[src/rtl/tomasulo_pkg.sv]
// Shared Tomasulo definitions: opcodes, ROB entry types,
// default sizes and the reorder-buffer entry record.
package tomasulo_pkg;

    localparam int DEPTH_D  = 8;
    localparam int TAG_W_D  = 3;
    localparam int DATA_W_D = 16;
    localparam int ADDR_W   = 8;
    localparam int RD_W     = 4;

    localparam logic [3:0] OP_ADD  = 4'b0000;
    localparam logic [3:0] OP_SUB  = 4'b0001;
    localparam logic [3:0] OP_MUL  = 4'b0010;
    localparam logic [3:0] OP_DIV  = 4'b0011;
    localparam logic [3:0] OP_LD   = 4'b0100;
    localparam logic [3:0] OP_ST   = 4'b0101;
    localparam logic [3:0] OP_BEQ  = 4'b0110;
    localparam logic [3:0] OP_BNEQ = 4'b0111;

    typedef enum logic [1:0] {
        T_ALU    = 2'd0,
        T_LOAD   = 2'd1,
        T_STORE  = 2'd2,
        T_BRANCH = 2'd3
    } rob_type_t;

    typedef struct packed {
        logic                valid;
        logic                ready;
        rob_type_t           typ;
        logic [RD_W-1:0]     rd;
        logic [DATA_W_D-1:0] value;
        logic [ADDR_W-1:0]   addr;
        logic                mispredict;
    } rob_entry_t;

endpackage

[src/rtl/rob_commit_unit.sv]
// Reorder buffer with in-order retirement: allocates at the tail,
// completes from the CDB and retires one head entry per cycle.
module rob_commit_unit
    import tomasulo_pkg::*;
#(
    parameter int DEPTH  = DEPTH_D,
    parameter int TAG_W  = TAG_W_D,
    parameter int DATA_W = DATA_W_D
) (
    input  logic              clk1,
    input  logic              rst_n,
    input  logic              issue_valid,
    input  logic [1:0]        issue_type,
    input  logic [3:0]        issue_rd,
    output logic              issue_ready,
    output logic [TAG_W-1:0]  issue_tag,
    input  logic              cdb_valid,
    input  logic [TAG_W-1:0]  cdb_tag,
    input  logic [DATA_W-1:0] cdb_value,
    input  logic [7:0]        cdb_addr,
    input  logic              cdb_mispredict,
    output logic              commit_valid,
    output logic [3:0]        commit_rd,
    output logic [DATA_W-1:0] commit_value,
    output logic [TAG_W-1:0]  commit_tag,
    output logic              mem_we,
    output logic [7:0]        mem_addr,
    output logic [DATA_W-1:0] mem_wdata,
    output logic              flush,
    output logic              rob_empty
);

    localparam logic [TAG_W:0]   FULL    = (TAG_W+1)'(DEPTH);
    localparam logic [TAG_W:0]   CNT_ONE = 1;
    localparam logic [TAG_W-1:0] PTR_ONE = 1;

    rob_entry_t       ent [DEPTH];
    rob_entry_t       hd;
    logic [TAG_W-1:0] head;
    logic [TAG_W-1:0] tail;
    logic [TAG_W:0]   count;

    logic retire;
    logic retire_flush;
    logic do_issue;
    logic do_wb;

    // Head retire decision and handshake qualifiers from registered state
    always_comb begin
        hd           = ent[head];
        retire       = hd.valid && hd.ready;
        retire_flush = retire && (hd.typ == T_BRANCH) && hd.mispredict;
        issue_ready  = (count != FULL) && !retire_flush;
        do_issue     = issue_valid && issue_ready;
        do_wb        = cdb_valid && ent[cdb_tag].valid && !retire_flush;
        issue_tag    = tail;
        rob_empty    = (count == '0);
    end

    // Entry storage: allocate, complete, retire; a flush drops everything
    always_ff @(posedge clk1 or negedge rst_n) begin
        if (!rst_n) begin
            for (int i = 0; i < DEPTH; i++) begin
                ent[i] <= '0;
            end
        end else if (retire_flush) begin
            for (int i = 0; i < DEPTH; i++) begin
                ent[i].valid <= 1'b0;
                ent[i].ready <= 1'b0;
            end
        end else begin
            if (do_issue) begin
                ent[tail].valid      <= 1'b1;
                ent[tail].ready      <= 1'b0;
                ent[tail].typ        <= rob_type_t'(issue_type);
                ent[tail].rd         <= issue_rd;
                ent[tail].mispredict <= 1'b0;
            end
            if (do_wb) begin
                ent[cdb_tag].ready      <= 1'b1;
                ent[cdb_tag].value      <= cdb_value;
                ent[cdb_tag].addr       <= cdb_addr;
                ent[cdb_tag].mispredict <= cdb_mispredict;
            end
            if (retire) begin
                ent[head].valid <= 1'b0;
            end
        end
    end

    // Head/tail pointers and occupancy count
    always_ff @(posedge clk1 or negedge rst_n) begin
        if (!rst_n) begin
            head  <= '0;
            tail  <= '0;
            count <= '0;
        end else if (retire_flush) begin
            head  <= '0;
            tail  <= '0;
            count <= '0;
        end else begin
            if (retire) begin
                head <= head + PTR_ONE;
            end
            if (do_issue) begin
                tail <= tail + PTR_ONE;
            end
            unique case ({do_issue, retire})
                2'b10:   count <= count + CNT_ONE;
                2'b01:   count <= count - CNT_ONE;
                default: count <= count;
            endcase
        end
    end

    // Registered retire outputs: pulses for one cycle, data held
    always_ff @(posedge clk1 or negedge rst_n) begin
        if (!rst_n) begin
            commit_valid <= 1'b0;
            commit_rd    <= '0;
            commit_value <= '0;
            commit_tag   <= '0;
            mem_we       <= 1'b0;
            mem_addr     <= '0;
            mem_wdata    <= '0;
            flush        <= 1'b0;
        end else begin
            commit_valid <= retire;
            mem_we       <= retire && (hd.typ == T_STORE);
            flush        <= retire_flush;
            if (retire) begin
                commit_tag <= head;
                unique case (hd.typ)
                    T_ALU, T_LOAD: begin
                        commit_rd    <= hd.rd;
                        commit_value <= hd.value;
                    end
                    T_STORE: begin
                        commit_rd <= '0;
                        mem_addr  <= hd.addr;
                        mem_wdata <= hd.value;
                    end
                    T_BRANCH: begin
                        commit_rd <= '0;
                    end
                    default: begin
                        commit_rd <= '0;
                    end
                endcase
            end
        end
    end

endmodule
[config.mk]
export PLATFORM = sky130hd
export DESIGN_NAME = rob_commit_unit
export DESIGN_NICKNAME = d
export VERILOG_FILES = /design/src/rtl/tomasulo_pkg.sv /design/src/rtl/rob_commit_unit.sv
export SDC_FILE = /design/constraint.sdc
export NUM_CORES = 1
export LEC_CHECK = 0
export CELL_PAD_IN_SITES_DETAIL_PLACEMENT = 1
export CELL_PAD_IN_SITES_GLOBAL_PLACEMENT = 2
export CORE_MARGIN = 2
export CORE_UTILIZATION = 43
export DETAILED_ROUTE_END_ITERATION = 8
export PLACE_DENSITY_LB_ADDON = 0.1
export SLEW_MARGIN = 20
export SYNTH_ARGS = -nofsm -noshare
export SYNTH_HDL_FRONTEND = slang
export SYNTH_SLANG_ARGS = --single-unit
[constraint.sdc]
create_clock -name clk1 -period 3.4 [get_ports clk1]
set_input_delay 0.34 -clock clk1 [delete_from_list [all_inputs] [get_ports clk1]]
set_output_delay 0.34 -clock clk1 [all_outputs]
set_load 0.02 [all_outputs]
* Word-level counts from Yosys, hierarchy flattened
Index checks and enable logic that the tools add are counted.
** Operators by class
- Add/sub/neg operators :: 4
- Magnitude comparators :: 6
- Eq/ne operators :: 6
- Mux-type cells :: 56
- Bitwise gates (word level) :: 3
- Reductions and logical operators :: 21
** Operators with widths (count)
- bitwise mux 264 bit :: 10
- two-way mux 264 bit :: 5
- demux 33 bit (select 3 bit) :: 10
- binary-select mux 33 bit (select 3 bit) :: 2
- two-way mux 33 bit :: 6
- two-way mux 32 bit :: 2
- two-way mux 31 bit :: 1
- two-way mux 29 bit :: 1
- two-way mux 25 bit :: 1
- two-way mux 2 bit :: 8
- case mux 4 bit (2 select lines) :: 2
- greater-or-equal comparator 4 bit, second input constant :: 3
- < comparator 4 x 1 -> 1 bit, second input constant :: 3
- two-way mux 3 bit :: 4
- inverter 3 -> 4 bit :: 3
- logical AND 1 bit :: 11
- two-way mux 9 bit :: 1
- adder 3 x 1 -> 3 bit, second input constant :: 2
- == test 2 bit, second input constant :: 3
- adder 4 x 1 -> 4 bit, second input constant :: 1
- == test 2 x 1 -> 1 bit, second input constant :: 2
- zero test 4 bit :: 1
- two-way mux 4 bit :: 1
- inequality test 4 bit, second input constant :: 1
- other kinds (8) :: 12
** Word-level totals
- Flip-flop bits (word level) :: 324
- Output and inout port bits :: 55
- Logic and storage cells :: 163

* Depth between registers and ports, before layout
Gate-level depths: netlist (run 1).
- Word-level depth :: 21
- Mapped depth :: 13
- Gate-level depth less buffers :: 10

* Worst setup path after synthesis (run 1)
OpenSTA, ideal clock, no wires.
- Kind :: register -> register
- From :: reg head[1]
- To :: reg count[3]
- Setup time :: 64 ps
- Arrival time :: 2894 ps
- Required time :: 3336 ps
- Slack :: 441 ps
- Stages on the path, launching flop included :: 14
- Path buffers :: 3
- Clock period less this slack :: 2959 ps
- Path through :: dfrtp_1 > buf_2 > buf_2 > nand2_1 > o22a_1 > a21oi_1 > nor2_1 > clkbuf_1 > a21oi_1 > ha_1 > a21oi_1 > or4_1 > o41ai_1 > a211o_1
** Between the ends
- Longest elaborated chain between the ends :: 13
- Elaborated cells between the ends (all ways) :: 16
** RTL lines
- start, declared :: RTL line rob_commit_unit.sv:39 : logic [TAG_W-1:0] head;
- start signal, assigned :: RTL line rob_commit_unit.sv:103 : head <= head + PTR_ONE;
- inverter 3 -> 4 bit (implied by the code) (*) :: RTL line rob_commit_unit.sv:50 : hd = ent[head];
- binary-select mux 33 bit (select 3 bit) (*) :: RTL line rob_commit_unit.sv:50
- two-way mux 33 bit (implied by the code) (*) (2 in series) :: RTL line rob_commit_unit.sv:50
- == test 2 bit / logical AND 1 bit (equally long branches) :: RTL line rob_commit_unit.sv:52, rob_commit_unit.sv:51
- logical AND 1 bit (2 in series) :: RTL line rob_commit_unit.sv:52 : retire_flush = retire && (hd.typ == T_BRANCH) && hd.mispredict;
- zero test 1 bit :: RTL line rob_commit_unit.sv:53 : issue_ready = (count != FULL) && !retire_flush;
- logical AND 1 bit :: RTL line rob_commit_unit.sv:53
- logical AND 1 bit :: RTL line rob_commit_unit.sv:54 : do_issue = issue_valid && issue_ready;
- == test 2 x 1 -> 1 bit / == test 2 bit (equally long branches) :: RTL line rob_commit_unit.sv:108 : unique case ({do_issue, retire})
- case mux 4 bit (2 select lines) :: RTL line rob_commit_unit.sv:108
- two-way mux 4 bit :: RTL line rob_commit_unit.sv:97 : end else if (retire_flush) begin
- end signal, assigned :: RTL line rob_commit_unit.sv:109 : 2'b10: count <= count + CNT_ONE;
- end signal, assigned :: RTL line rob_commit_unit.sv:110 : 2'b01: count <= count - CNT_ONE;
- end signal, assigned :: RTL line rob_commit_unit.sv:111 : default: count <= count;
- end, declared :: RTL line rob_commit_unit.sv:41 : logic [TAG_W:0] count;
Mark *: on every way between the ends. The rest lies on a longest branch, timed or not. The select of a mux whose other input is x is not followed.
A chain may end at the register's enable or synchronous reset.

* Worst setup path in the final report (run 1)
- From :: reg head[1]
- To :: out issue_ready
** Between the ends
- Longest elaborated chain between the ends :: 9
- Elaborated cells between the ends (all ways) :: 10
** RTL lines
- inverter 3 -> 4 bit (implied by the code) (*) :: RTL line rob_commit_unit.sv:50
- binary-select mux 33 bit (select 3 bit) (*) :: RTL line rob_commit_unit.sv:50
- two-way mux 33 bit (implied by the code) (*) (2 in series) :: RTL line rob_commit_unit.sv:50
- == test 2 bit / logical AND 1 bit (equally long branches) :: RTL line rob_commit_unit.sv:52, rob_commit_unit.sv:51
- logical AND 1 bit :: RTL line rob_commit_unit.sv:52
- logical AND 1 bit (*) :: RTL line rob_commit_unit.sv:52
- zero test 1 bit (*) :: RTL line rob_commit_unit.sv:53
- logical AND 1 bit (*) :: RTL line rob_commit_unit.sv:53
- end, declared :: RTL line rob_commit_unit.sv:15 : output logic issue_ready,
Marked as above.

==> results by group, run 1 <==
STA
  – Worst hold slack: 0.426 ns
  – Fin Setup TNS: 0 ns
  – Final hold vios: 0
  – Pins over their slew limit: 0
  – Slew HR: between 40% and 50%
  – RSZ-0062 raised after global routing: no
  – Skew final: 0.0105 ns
  – Period minus WS final: 3.21 ns
  – Slew @ Worst Pin: roughly 0.8 ns
  – Max Fclk: 312 MHz
  – Final setup viols: 0
  – Final period util: 94.3%

Placed design
  – RePlAce Congestion: 0.800
  – IO Port Bufs: 92
  – Post-DP HPWL: 23200 um

Power and ir drop
  – Clock Power Share: 23.9%
  – Pwr/cell area: approximately 1000 mW/mm^2
  – Overall power: 18.5 mW
  – Reg power frac: 37.3%
  – Leak Pwr: 7.54 nW
  – Worst IR drop on VDD: 0.364 mV
  – Comb pwr share: 38.8%
  – Sw frac: around a third
  – Pint: 12.4 mW
  – NetSw: between 6 and 7 mW

Worst setup path
  – Crit path required time: 3.06 ns
  – WP data arrival: 2.87 ns
  – Worst setup SP type: flip-flop
  – CP max stage cell: dfrtp_4
  – Endpoint class of the critical path: output pin
  – Worst path cell trace: buf_12, nand2b_1, o22a_1, a21oi_2, o21ai_2, inv_2, buf_4, a21oi_1, dlygate4sd2_1
  – Crit Path Max Fanout: 24
  – Highest cell delay on the worst timing path: approximately 0.54 ns
  – CP Class: flip-flop to output pin

Floorplan
  – Die Height: 188 um
  – I/O pin count: 93
  – Core Region: 0.0334 sq mm
  – FP Rows: 67
  – Die width: 188 um
  – Die Area: 0.0352 sq mm
  – Initial Utilization: 43.4%

Final layout
  – Fill cell count: roughly 3300
  – Layout Nets: 1180
  – Share of cells above drive strength 1: between 30% and 40%
  – FF+latch area: 0.00812 sq mm
  – Synthesis-to-layout area growth: 21.5%
  – Most frequent cells in the layout: 321 x dfrtp_1, 220 x mux2_2, 90 x clkdlybuf4s50_1
  – Most common cell after layout, fill and taps aside: dfrtp_1
  – Area of the multi-input gates: 0.00609 sq mm

Clock tree
  – Clk sinks: between 300 and 400
  – CTS max path bufs: 3
  – TritonCTS Buffers: 38
  – # Post-CTS Setup Buffers: 0
  – Clock Pin Slew Worst Setup and Hold Paths: approximately 0.060 ns
  – Root Driver: clkbuf_16
  – Clock Latency Late Sink: 0.52 ns
  – CTS tree: yes
  – H-tree depth: 2

Hold path
  – Worst min path class: input port to async pin

GRT
  – Pin count of the biggest net entering global routing: 97
  – Gr usage total: 21.5%
  – Vias in the first global route: about 10000
  – Antenna violations before repair: 1
  – Congestion Overflow GR: 0
  – First-pass GRT wire length: 59000 um

Yosys
  – Area leader, netlist: dfrtp_1
  – Synth Register Bits: 324
  – FFs w/ async S/R, synth: 100%
  – Cell area after synthesis: around 0.014 sq mm
  – Avg Inst Size Synth: 14.3 sq um
  – Sequential fraction of the synthesis area: 55.9%
  – YS warnings: 0
  – Netlist cell types: 51
  – Ys flop type: dfrtp_1
  – Cells after synthesis: 1017
  – Synth top area share: 55.9%
  – Top cells by area, synth: dfrtp_1 56%, mux2_2 17%, mux4_2 10%, nand2_1 1.9%, mux2_4 1.8%
  – Post-synth EDFFs: 0
  – Post-synth net total: 1059

Status
  – Status: completed

Flow run
  – Max-cap violation count: 0

Routing
  – Final ANT Viol Nets: 0
  – Total number of vias: 8953
  – Routed WL per cell: 22.5 um
  – Pre-antenna DRT Iters: 4
  – DRC: 0
  – DR vias/cell: 5.54
  – Iter 0 DRT Violations: between 400 and 500
  – WL final: 36300 um
## metrics by stage
| step | util (%) | instances | cell area (sq um) | setup slack (ns) |
|---|---|---|---|---|
| final | 52.8 | 1615 | 17600 | 0.195 |
| after global routing | 52.8 | 1614 | 17600 | 0.0709 |
| after CTS | 52.8 | 1614 | 17600 | 0.169 |
| after detailed placement | 48.6 | 1545 | 16200 | 0.276 |
| after global placement | 48.6 | 1545 | 16200 | 0.357 |
| after floorplan | - | 1017 | 14500 | 0.441 |
## worst paths after layout
check                                 start                to  slack (ns)  depth (start not counted)
min reg2reg                commit_value[13]  commit_value[13]        0.48                          2
max reg2reg                         head[1]          count[3]        0.34                         10
max in group asynchronous             rst_n         async pin        1.97                          3
max                                 head[1]       issue_ready        0.19                          9
min                                   rst_n             flush        0.43                          2
min in group clk1          commit_value[13]  commit_value[13]        0.48                          2
## cell type report
cell class | instances | share of cell area (%)
timing repair buffer | 142 | 8.04
sequential | 324 | 46.1
clock inverter | 16 | 1.51
multi-input combinational | 619 | 34.6
tap | 448 | 3.18
clock buffer | 52 | 6.27
antenna | 1 | 0.0142
inverter | 13 | 0.277
## synth_stat cells (4+ instances only)
cell type	count
nor4_4	4
nand2_1	75
mux2_4	17
buf_1	15
nand2b_1	5
inv_1	11
buf_2	17
dfrtp_1	324
a21oi_1	41
mux4_2	66
ha_1	4
o31ai_1	5
clkbuf_1	26
mux2i_1	24
nor2_1	49
mux2_2	220
nand3_1	11
nand3b_1	5
o21ai_0	38
a31oi_1	9
## worst max-delay path, delay by kind of cell, from the launching register on
family          cells  cell delay, ns
flops               1            0.54
simple gates        1            0.20
compound gates      4            0.70
buf+inv             4            0.91
## logic make-up (layout without fill, tap and decap cells)
group           after synthesis  in the layout  synth area share, %
simple gates                168            168                 5.72
compound gates              111            111                 4.39
fa+ha+maj                     4              4                0.345
flops                       324            324                 55.9
mux                         331            331                 31.1
xor+xnor                      5              5                0.302
buf+inv                      74            223                 2.22
other cells                   0              1                    0
## layer usage
metal	global-route usage, %	part of all wire [%]	vias up
met2	34.7	47	152
li1	-	-	3982
met3	2.92	3.7	55
met4	5.39	2.1	0
met1	30.8	47	4764
met5	0	0	-
## repair_timing
| item | CTS | global route |
|---|---|---|
| setup endpoints to repair | 1 | 0 |
| gates resized for setup | 6 | 0 |
| hold buffers | 1 | 0 |
| hold endpoints to repair | 93 | 0 |
## power groups by stage
stage / registers (mW) / logic (mW) / clock network (mW)
floorplan: 6.83 / 4.83 / 0
global placement: 6.88 / 7.09 / 0
detailed placement: 6.95 / 7.25 / 0
CTS: 6.91 / 7.31 / 4.54
global route: 7.16 / 7.87 / 4.69
finish: 6.89 / 7.18 / 4.41
Note: power is estimated with default switching activity, not from simulation.
==> inputs of run 2 (changes only) <==
--- a/config.mk
+++ b/config.mk
@@ -8,8 +8,10 @@
 export CELL_PAD_IN_SITES_DETAIL_PLACEMENT = 1
 export CELL_PAD_IN_SITES_GLOBAL_PLACEMENT = 2
 export CORE_MARGIN = 2
-export CORE_UTILIZATION = 43
+export CORE_UTILIZATION = 44
 export DETAILED_ROUTE_END_ITERATION = 8
+export DONT_BUFFER_PORTS = 1
+export MAX_ROUTING_LAYER = met4
 export PLACE_DENSITY_LB_ADDON = 0.1
 export SLEW_MARGIN = 20
 export SYNTH_ARGS = -nofsm -noshare
==> run 2 against run 1 <==
The flow now finishes with violations (negative hold slack). Via count fell by 3.6%. Register-to-register slack worse by 0.11 ns. Clock power shrank 10%. Utilization decreased by 1.4 points. Critical path depth is 1 lower. Clock-buffer cell count down 1.
==> results by group, run 2 (synthesis gave the netlist of run 1 again) <==
STA
  – RSZ-0062 raised after global routing: no
  – Max Fclk: 315 MHz
  – Final period util: 93.3%
  – Skew final: slightly below 0.02 ns
  – Setup ws final: 0.229 ns
  – Worst hold slack: -0.467 ns
  – Final hold vios: 324
  – Fin Setup TNS: 0 ns
  – Period minus WS final: 3.17 ns
  – Slew HR: about a quarter
  – Final setup viols: 0
  – Slew @ Worst Pin: 1.15 ns
  – Pins over their slew limit: 0

Clock tree
  – CTS max path bufs: 3
  – H-tree depth: 2
  – Root Driver: clkbuf_16
  – Clock Latency Late Sink: 0.52 ns
  – PostCTS Resize Cnt: 0
  – Clock Pin Slew Worst Setup and Hold Paths: 0.06 ns
  – Clk sinks: ~320
  – # Post-CTS Setup Buffers: 0
  – TritonCTS Buffers: 37
  – CTS tree: yes
  – CTS Hold Buffers Added: 31

Floorplan
  – Core Region: 0.0325 sq mm
  – Die Height: approximately 190 um
  – Initial Utilization: 44.7%
  – FP Rows: between 60 and 70
  – Die width: 186 um
  – I/O pin count: 93
  – Die Area: 0.0344 sq mm

Routing
  – DR vias/cell: 5.61
  – WL final: 35600 um
  – Total number of vias: around 8600
  – DRC: 0
  – Iter 0 DRT Violations: 400
  – Final ANT Viol Nets: 0
  – Pre-antenna DRT Iters: 4
  – Routed WL per cell: 23.1 um

Placed design
  – Placed cell areas: 0.0151 sq mm
  – RePlAce Congestion: 0.797
  – Pre-CTS WS: ~0.23 ns
  – IO Port Bufs: 0
  – Post-DP HPWL: 22000 um

Worst setup path
  – Highest cell delay on the worst timing path: roughly 0.82 ns
  – Crit path required time: approximately 3.8 ns
  – WP data arrival: 3.58 ns
  – Worst path bufs/invs: 2
  – CP max stage cell: or4b_2
  – Crit Path Max Fanout: 24
  – Worst path cell trace: mux4_2, mux2i_1, nor3_1, o21ai_2, inv_2, or4b_2, buf_12, mux2_4
  – Endpoint class of the critical path: flip-flop
  – Critical Path Start: head[1]
  – CP Class: flip-flop to flip-flop
  – Worst reg2reg startpoint: head[1]
  – Crit path depth: 8
  – Worst setup SP type: flip-flop
  – CP delay by family, top: multiplexers
  – Reg2reg path depth: 8

GRT
  – First-pass GRT wire length: approximately 57000 um
  – Pin count of the biggest net entering global routing: roughly 330
  – Vias in the first global route: roughly 9400
  – Antenna violations before repair: 0
  – Gr usage total: between 20 and 25%
  – Congestion Overflow GR: 0

Power and ir drop
  – NetSw: 5.85 mW
  – Worst IR drop on VDD: around 0.49 mV
  – Pwr/cell area: 1040 mW/mm^2
  – Clock Power Share: a little under a quarter
  – Sw frac: between 30 and 40%
  – Reg power frac: 42.1%
  – Overall power: about 17 mW
  – Pint: approximately 11 mW
  – Comb pwr share: a little over a third
  – Leak Pwr: 7.17 nW

Status
  – Failing checks: negative hold slack
  – Status: finished, violations left

Final layout
  – Most common cell after layout, fill and taps aside: dfrtp_1
  – Layout Nets: 1110
  – Share of cells above drive strength 1: 38.6%
  – Synthesis-to-layout area growth: 15.0%
  – Cell area after layout: approximately 0.017 sq mm
  – Layout Utilization: 51.4%
  – Most frequent cells in the layout: 322 x dfrtp_1, 220 x mux2_2, 75 x nand2_1

Flow run
  – Max-cap violation count: 0

Hold path
  – Worst min path class: input port to async pin
## run 2: cell count changes in the layout (fill, tap and decap cells not counted), moves of 3 or more
cell,before,now
clkdlybuf4s50_1,90,0
buf_12,9,3
clkbuf_1,5,8
dlygate4sd3_1,1,31
bufinv_16,7,3
clkbuf_8,8,5
## run 2: metal layers
metal / vias to the layer above / wire (um) / share of wire (%) / GRT usage (%)
met2: 142 / 16900 / 48 / 35.1
met1: 4599 / 16600 / 47 / 31.0
met3: 51 / 1450 / 4.1 / 3.76
met5: - / 0 / 0 / -
li1: 3838 / - / - / -
met4: 0 / 589 / 1.7 / 4.86
## run 2: path summary, 6_finish.rpt
kind | slack, ns | end
min in group clk1 | 0.01 | ent[99]
worst min-delay path | -0.47 | flush
worst max register to register | 0.23 | flip-flop
max in group asynchronous | 2.80 | head[0]
worst max-delay path | 0.23 | flip-flop
worst min register to register | 0.49 | flip-flop
## run 2: stage by stage
stage / cells / hold WS [ns]
2_1_floorplan: 1017 / 0.0444
3_3_place_gp: 1440 / 0.0576
3_5_place_dp: 1440 / 0.0588
4_1_cts: 1536 / -0.486
5_1_grt: 1536 / -0.490
6_report: 1537 / -0.467
## run 2: power by group through the flow
stage	combinational, mW	sequential (mW)	clock (mW)
after floorplan	4.83	6.83	0
final	6.06	7.29	3.97
after detailed placement	6.09	7.37	0
after CTS	6.19	7.32	4.09
after global placement	5.94	7.30	0
after global routing	6.67	7.57	4.24
## run 2: area by class of cell
| type | count | area (sq um) |
|---|---|---|
| Fill cell | 3192 | 15800 |
| Sequential cell | 324 | 8120 |
| Multi-Input combinational cell | 619 | 6080 |
| Clock buffer | 51 | 1050 |
| Timing Repair Buffer | 73 | 663 |
| Tap cell | 442 | 553 |
| Clock inverter | 14 | 161 |
| Inverter | 13 | 48.8 |
| Antenna cell | 1 | 2.50 |
## run 2: worst register-to-register path, stage by stage (launching register included)
cell and delay, ns:
dfrtp_4 0.57, mux4_2 0.54, mux2i_1 0.23, nor3_1 0.13, o21ai_2 0.09, inv_2 0.07, or4b_2 0.82, buf_12 0.26
mux2_4 0.35
